### src/rtl/debounce_pkg.sv
// -----------------------------------------------------------------------------
// debounce_pkg
//   Shared constants and width helpers for the multi-button debouncer.
//   The default timing targets the 100 MHz board clock:
//     STABLE_CYCLES 65536  ~0.66 ms of agreeing samples before a level is taken
//     REPEAT_DELAY  2**24  ~168 ms hold before the first auto-repeat
//     REPEAT_PERIOD 2**22  ~42 ms between subsequent auto-repeats
//   No ports (package).
// -----------------------------------------------------------------------------
package debounce_pkg;

  localparam int DEF_NUM_BTN       = 5;
  localparam int DEF_STABLE_CYCLES = 65536;
  localparam int DEF_REPEAT_EN     = 1;
  localparam int DEF_REPEAT_DELAY  = 2 ** 24;
  localparam int DEF_REPEAT_PERIOD = 2 ** 22;

  // Debounce counter width (CNT_W): it only has to reach STABLE_CYCLES-1.
  function automatic int cnt_width(input int stable_cycles);
    return (stable_cycles < 2) ? 1 : $clog2(stable_cycles);
  endfunction

  // Hold counter width (HOLD_W): must be able to hold REPEAT_DELAY itself.
  function automatic int hold_width(input int repeat_delay);
    return (repeat_delay < 1) ? 1 : $clog2(repeat_delay + 1);
  endfunction

endpackage

### src/rtl/multi_btn_debouncer_if.sv
// -----------------------------------------------------------------------------
// multi_btn_debouncer_if
//   Bundles the raw button inputs and the conditioned outputs of the debouncer.
//   Signals (all NUM_BTN wide, one bit per button):
//     btn_raw      raw, asynchronous, bouncing inputs, 1 = pressed
//     btn_level    debounced level
//     btn_press    one-cycle pulse on an accepted 0->1
//     btn_release  one-cycle pulse on an accepted 1->0
//     btn_repeat   one-cycle auto-repeat pulse while held
//   Modports:
//     master  button/consumer side: drives btn_raw, reads the conditioned outputs
//     slave   debouncer side: reads btn_raw, drives the conditioned outputs
// -----------------------------------------------------------------------------
interface multi_btn_debouncer_if
  import debounce_pkg::*;
#(
  parameter int NUM_BTN = DEF_NUM_BTN
);

  logic [NUM_BTN-1:0] btn_raw;
  logic [NUM_BTN-1:0] btn_level;
  logic [NUM_BTN-1:0] btn_press;
  logic [NUM_BTN-1:0] btn_release;
  logic [NUM_BTN-1:0] btn_repeat;

  modport master (
    output btn_raw,
    input  btn_level,
    input  btn_press,
    input  btn_release,
    input  btn_repeat
  );

  modport slave (
    input  btn_raw,
    output btn_level,
    output btn_press,
    output btn_release,
    output btn_repeat
  );

endinterface

### src/rtl/debounce_channel.sv
// -----------------------------------------------------------------------------
// debounce_channel
//   One button channel: 2-flop synchroniser, symmetric debounce counter,
//   registered press/release pulses and an auto-repeat hold counter.
//   Ports:
//     the_clk      in   system clock, rising edge
//     rst          in   synchronous, active-high reset
//     btn_raw      in   raw bouncing button, 1 = pressed
//     btn_level    out  debounced level
//     btn_press    out  one-cycle pulse in the first cycle of level 1
//     btn_release  out  one-cycle pulse in the first cycle of level 0
//     btn_repeat   out  one-cycle auto-repeat pulse while held
// -----------------------------------------------------------------------------
module debounce_channel
  import debounce_pkg::*;
#(
  parameter int STABLE_CYCLES = DEF_STABLE_CYCLES,
  parameter int REPEAT_DELAY  = DEF_REPEAT_DELAY,
  parameter int REPEAT_PERIOD = DEF_REPEAT_PERIOD
) (
  input  logic the_clk,
  input  logic rst,
  input  logic btn_raw,
  output logic btn_level,
  output logic btn_press,
  output logic btn_release,
  output logic btn_repeat
);

  localparam int CNT_W  = cnt_width(STABLE_CYCLES);
  localparam int HOLD_W = hold_width(REPEAT_DELAY);

  localparam logic [CNT_W-1:0]  CNT_LAST    = CNT_W'(STABLE_CYCLES - 1);
  localparam logic [HOLD_W-1:0] HOLD_LAST   = HOLD_W'(REPEAT_DELAY - 1);
  // Reloading to DELAY-PERIOD makes the same compare value fire every PERIOD.
  localparam logic [HOLD_W-1:0] HOLD_RELOAD = HOLD_W'(REPEAT_DELAY - REPEAT_PERIOD);

  logic              sync1, sync2;
  logic [CNT_W-1:0]  cnt, cnt_nxt;
  logic [HOLD_W-1:0] hcnt, hcnt_nxt;
  logic              accept;
  logic              level_nxt;
  logic              repeat_nxt;

  // NOTE: every signal driven here gets a default first, so no path leaves a
  // value unassigned and no latch is inferred.
  always_comb begin
    accept     = 1'b0;
    cnt_nxt    = '0;
    level_nxt  = btn_level;
    hcnt_nxt   = '0;
    repeat_nxt = 1'b0;

    // Debounce: count consecutive disagreeing samples; any agreeing sample
    // drops the count back to zero, so a glitch restarts the window.
    if (sync2 != btn_level) begin
      if (cnt == CNT_LAST) begin
        accept    = 1'b1;
        level_nxt = sync2;
      end else begin
        cnt_nxt = cnt + CNT_W'(1);
      end
    end

    // Hold counter only runs while the level is 1 before and after this edge:
    // the press edge leaves it cleared and the release edge cancels any
    // pending repeat.
    if (btn_level && level_nxt) begin
      if (hcnt == HOLD_LAST) begin
        repeat_nxt = 1'b1;
        hcnt_nxt   = HOLD_RELOAD;
      end else begin
        hcnt_nxt = hcnt + HOLD_W'(1);
      end
    end
  end

  // NOTE: state registers use non-blocking assignments so every flop samples
  // the pre-edge values, regardless of statement order.
  always_ff @(posedge the_clk) begin
    if (rst) begin
      // NOTE: the synchroniser is reset as well, so a button held through
      // reset is seen as a fresh 0->1 and produces a new press.
      sync1       <= 1'b0;
      sync2       <= 1'b0;
      cnt         <= '0;
      hcnt        <= '0;
      btn_level   <= 1'b0;
      btn_press   <= 1'b0;
      btn_release <= 1'b0;
      btn_repeat  <= 1'b0;
    end else begin
      sync1       <= btn_raw;
      sync2       <= sync1;
      cnt         <= cnt_nxt;
      hcnt        <= hcnt_nxt;
      btn_level   <= level_nxt;
      btn_press   <= accept &  sync2;
      btn_release <= accept & ~sync2;
      btn_repeat  <= repeat_nxt;
    end
  end

endmodule

### src/rtl/multi_btn_debouncer.sv
// -----------------------------------------------------------------------------
// multi_btn_debouncer
//   N-channel push-button conditioner. Each button gets its own independent
//   debounce_channel; the auto-repeat output can be compiled out.
//   Ports:
//     the_clk   in     system clock, all logic on the rising edge
//     rst       in     synchronous, active-high reset
//     btn       slave  multi_btn_debouncer_if: btn_raw in; btn_level,
//                      btn_press, btn_release, btn_repeat out
// -----------------------------------------------------------------------------
module multi_btn_debouncer
  import debounce_pkg::*;
#(
  parameter int NUM_BTN       = DEF_NUM_BTN,
  parameter int STABLE_CYCLES = DEF_STABLE_CYCLES,
  parameter int REPEAT_EN     = DEF_REPEAT_EN,
  parameter int REPEAT_DELAY  = DEF_REPEAT_DELAY,
  parameter int REPEAT_PERIOD = DEF_REPEAT_PERIOD
) (
  input logic                  the_clk,
  input logic                  rst,
  multi_btn_debouncer_if.slave btn
);

  logic [NUM_BTN-1:0] ch_level;
  logic [NUM_BTN-1:0] ch_press;
  logic [NUM_BTN-1:0] ch_release;
  logic [NUM_BTN-1:0] ch_repeat;

  for (genvar i = 0; i < NUM_BTN; i++) begin : g_ch
    debounce_channel #(
      .STABLE_CYCLES (STABLE_CYCLES),
      .REPEAT_DELAY  (REPEAT_DELAY),
      .REPEAT_PERIOD (REPEAT_PERIOD)
    ) u_ch (
      .the_clk     (the_clk),
      .rst         (rst),
      .btn_raw     (btn.btn_raw[i]),
      .btn_level   (ch_level[i]),
      .btn_press   (ch_press[i]),
      .btn_release (ch_release[i]),
      .btn_repeat  (ch_repeat[i])
    );
  end

  assign btn.btn_level   = ch_level;
  assign btn.btn_press   = ch_press;
  assign btn.btn_release = ch_release;
  // With repeat disabled the hold counters have no load and get pruned.
  assign btn.btn_repeat  = (REPEAT_EN != 0) ? ch_repeat : '0;

endmodule

### src/flat_wrapper.sv
// flat-port wrapper written by rule: the top's interface ports become plain ports
module multi_btn_debouncer_flat import debounce_pkg::*;
#(
  parameter int NUM_BTN       = DEF_NUM_BTN,
  parameter int STABLE_CYCLES = DEF_STABLE_CYCLES,
  parameter int REPEAT_EN     = DEF_REPEAT_EN,
  parameter int REPEAT_DELAY  = DEF_REPEAT_DELAY,
  parameter int REPEAT_PERIOD = DEF_REPEAT_PERIOD
)
  (the_clk, rst, btn_btn_raw, btn_btn_level, btn_btn_press, btn_btn_release, btn_btn_repeat);
  multi_btn_debouncer_if #(.NUM_BTN(NUM_BTN)) btn_i ();
  input logic the_clk;
  input logic rst;
  input wire logic [$bits(btn_i.btn_raw)-1:0] btn_btn_raw;
  output wire logic [$bits(btn_i.btn_level)-1:0] btn_btn_level;
  output wire logic [$bits(btn_i.btn_press)-1:0] btn_btn_press;
  output wire logic [$bits(btn_i.btn_release)-1:0] btn_btn_release;
  output wire logic [$bits(btn_i.btn_repeat)-1:0] btn_btn_repeat;
  assign btn_i.btn_raw = btn_btn_raw;
  assign btn_btn_level = btn_i.btn_level;
  assign btn_btn_press = btn_i.btn_press;
  assign btn_btn_release = btn_i.btn_release;
  assign btn_btn_repeat = btn_i.btn_repeat;
  multi_btn_debouncer #(.NUM_BTN(NUM_BTN), .STABLE_CYCLES(STABLE_CYCLES), .REPEAT_EN(REPEAT_EN), .REPEAT_DELAY(REPEAT_DELAY), .REPEAT_PERIOD(REPEAT_PERIOD)) u_core (.the_clk(the_clk), .rst(rst), .btn(btn_i));
endmodule
### config.mk
export PLATFORM = sky130hd
export DESIGN_NAME = multi_btn_debouncer_flat
export DESIGN_NICKNAME = d
export VERILOG_FILES = /design/src/rtl/debounce_pkg.sv /design/src/rtl/multi_btn_debouncer_if.sv /design/src/rtl/debounce_channel.sv /design/src/rtl/multi_btn_debouncer.sv /design/src/flat_wrapper.sv
export SDC_FILE = /design/constraint.sdc
export NUM_CORES = 1
export LEC_CHECK = 0
export ABC_AREA = 1
export ABC_CLOCK_PERIOD_IN_PS = 4650
export BUFFER_PORTS_ARGS = -buffer_cell sky130_fd_sc_hd__clkbuf_2
export CAP_MARGIN = 20
export CORE_MARGIN = 2
export CORE_UTILIZATION = 62
export CTS_CLUSTER_DIAMETER = 200
export DETAILED_ROUTE_END_ITERATION = 7
export GPL_TIMING_DRIVEN = 1
export PLACE_DENSITY_LB_ADDON = 0.05
export SLEW_MARGIN = 10
export SYNTH_ARGS = -nofsm -noshare
export SYNTH_HDL_FRONTEND = slang
export SYNTH_SLANG_ARGS = --single-unit
### constraint.sdc
create_clock -name the_clk -period 4.65 [get_ports the_clk]
set_input_delay 0 -clock the_clk [delete_from_list [all_inputs] [get_ports the_clk]]
set_output_delay 0 -clock the_clk [all_outputs]
set_load 0.005 [all_outputs]
==> results.yml <==
clock_tree:
  cts-resized-gates: 0
  tritoncts: "done"
  postCtsHoldBufs: 5
  cts.sinks: 235
  path_clk_slew_ns: 0.06
  clock-root-buffer: "clkbuf_16"
  post-cts-setup-buffers: 0
  numCtsBuffers: 25
  worstSkewPairLatency_ns: 0.52
  cts_buffer_depth: 3
  h-tree-depth: 1
synthesis:
  synthXorXnorAreaFrac_pct: 8.40
  synth-seq-cells: 235
  synthSimpleGateAreaFrac_pct: 36.6
  syn-num-nets: 1645
  syn-cell-area_um2: 11500
  synth.distinct_cells: 38
  yosysTopAreaCell: "dfxtp_1"
  yosys-top-cells-area: "dfxtp_1 (41%), nand2_1 (13%), nor2_1 (11%)"
  synthCells: 1628
  synth-compound-area-share_pct: 3.41
  yosys.area.top_type_share_pct: 41.0
  synthMuxAreaShare_pct: 0
  synth.avg_cell_area_um2: 7.05
  synth_adder_area_share_pct: 1.09
  synth-seq-area-share_pct: 41.0
  ys_warn_count: 0
  synth_top_family_by_area: "simple AND/OR/NAND/NOR gates"
route:
  drt-wirelength-per-cell_um: 10.9
  first_iter_violations: 375
  vias: 9138
  ant_nets: 0
  drt_first_pass_iters: 6
  post_drt_via_cell_ratio: 4.81
  drc: 0
  wl_mm: 20.7
run:
  drv_cap: 0
power:
  ir_drop_v: 0.000343
  power_leakage_nw: 4.55
  power_density_nw_per_um2: 333
critical_path:
  critPathKind: "flop to flop"
  required_ns: 5.09
  path_delay_family: "simple AND/OR/NAND/NOR gates"
  arrival_ns: 2.43
  cp-end-kind: "flop"
  path_cells: "ha_1 > nand2_1 > nor2_4 > nand2_2 > nor2_2 > a21oi_2 > nand3_2 > nor2_1"
  crit_path_start_kind: "flop"
  slowest_stage: "nand3_2"
  path_buf_inv: 0
  slowest_delay_ns: 0.56
  path_max_fanout: 22
timing:
  setup_violations: 0
  finalClockSkew_ns: 0.00514
  tightest_slew_ns: 0.674
  fmax_ghz: 0.502
  tns_ns: 0
  maxSlewHeadroom_pct: 55.0
  period_share_pct: 42.9
  fin_crit_ns: 1.99
  hold_viol: 0
  slew_violations: 0
  rsz0062_at_grt: "false"
floorplanning:
  start_util_pct: 63.4
  io_pins: 27
  rows: 49
  die_h_um: 140
  core-area_um2: 18100
  dieArea_um2: 19600
  die-width_um: 140
worst_hold_path:
  hp-class: "input port to flop"
global_route:
  overflow: 0
  grt_start_max_net_pins: 30
  grt_pass1_wl_mm: 36.7
  grt_pass1_vias: 8456
  grt_usage_pct: 21.6
  antenna_found_initial: 0
layout:
  layout.nets: 1667
  layout_common_cells: "nand2_1 (385), nor2_1 (347), dfxtp_1 (235), inv_1 (196), nand3_1 (83)"
  drive_gt1_share_pct: 10.9
  fillers: 1619
  final_common_cell: "nand2_1"
  diodes: 0
  fin_util_pct: 69.2
  syn_to_final_growth_pct: 9.20
place:
  io_buffers: 26
  hpwl_mm: 14.9
  place_congestion: 0.833
outcome:
  status: "finished clean"
[worst paths after layout]
path | from | to | slack (ns) | depth (start not counted)
worst min-delay path | rst | u_core.g_ch[2].u_ch.sync1$_SDFF_PP0_ | 0.06 | 2
worst min register to register | u_core.g_ch[3].u_ch.sync1$_SDFF_PP0_ | u_core.g_ch[3].u_ch.sync2$_SDFF_PP0_ | 0.40 | 2
worst max register to register | u_core.g_ch[1].u_ch.cnt[0]$_SDFF_PP0_ | u_core.g_ch[1].u_ch.hcnt[0]$_SDFF_PP0_ | 2.66 | 8
worst max-delay path | u_core.g_ch[1].u_ch.cnt[0]$_SDFF_PP0_ | u_core.g_ch[1].u_ch.hcnt[0]$_SDFF_PP0_ | 2.66 | 8
[cell families after synthesis]
| group | after synthesis |
|---|---|
| and+or+nand+nor | 962 |
| buffers and inverters | 244 |
| DFF | 235 |
| xor gates and xnor gates | 110 |
| AOI/OAI and AO/OA | 67 |
| adders and majority gates | 10 |
[synthesized netlist by cell type, drive strengths merged]
cell type,number
a21o,1
a21oi,33
a31oi,2
and3,1
and3b,1
buf,36
dfxtp,235
ha,10
inv,208
nand2,403
nand3,92
nand3b,7
nand4,15
nor2,413
nor3,22
nor3b,2
nor4,5
o21ai,18
o21bai,11
o31ai,2
or2,1
xnor2,57
xor2,53
[where the power goes]
part / total (mW) / switching [mW] / internal (mW)
Combinational: 0.0290 / 0.0196 / 0.00940
Sequential: 2.02 / 0.00350 / 2.02
Clock: 2.12 / 0.796 / 1.32
Total: 4.17 / 0.819 / 3.35
[through the flow]
step                      instance area, um^2  hold slack (ns)  instances  setup WS (ns)  power [mW]
after floorplan                         11500            0.107       1628           3.18        2.08
after global placement                  11600            0.202       1847           2.63        2.09
after detailed placement                11600            0.199       1847           2.57        2.09
after CTS                               12500           0.0368       1898           2.61        4.22
after global routing                    12500           0.0795       1898           2.43        4.30
final                                   12500           0.0606       1898           2.66        4.17
[metal layers]
metal	vias up	global-route usage (%)	wire (um)	share of wire, %
li1	5013	-	-	-
met1	4000	30.4	10700	52
met2	97	35.1	8840	43
met3	28	3.59	805	3.9
met4	0	5.21	349	1.7
met5	-	0	0	0
[registers in the layout, summed over array words and instances, names as in the netlist]
signal and flops:
u_core.g_ch.u_ch.btn_repeat 5, u_core.g_ch.u_ch.btn_level 5, u_core.g_ch.u_ch.cnt 80, u_core.g_ch.u_ch.btn_release 5, u_core.g_ch.u_ch.sync1 5, u_core.g_ch.u_ch.sync2 5, u_core.g_ch.u_ch.btn_press 5, u_core.g_ch.u_ch.hcnt 125
[area by class of cell]
| cell class | count | area (um^2) | share of cell area, % |
|---|---|---|---|
| inverter | 208 | 781 | 6.23 |
| timing repair buffer | 31 | 180 | 1.44 |
| clock buffer | 35 | 733 | 5.85 |
| sequential | 235 | 4700 | 37.6 |
| tap | 229 | 287 | 2.29 |
| clock inverter | 11 | 159 | 1.27 |
| multi-input combinational | 1149 | 5680 | 45.4 |
Power figures use the tool's default switching activity.
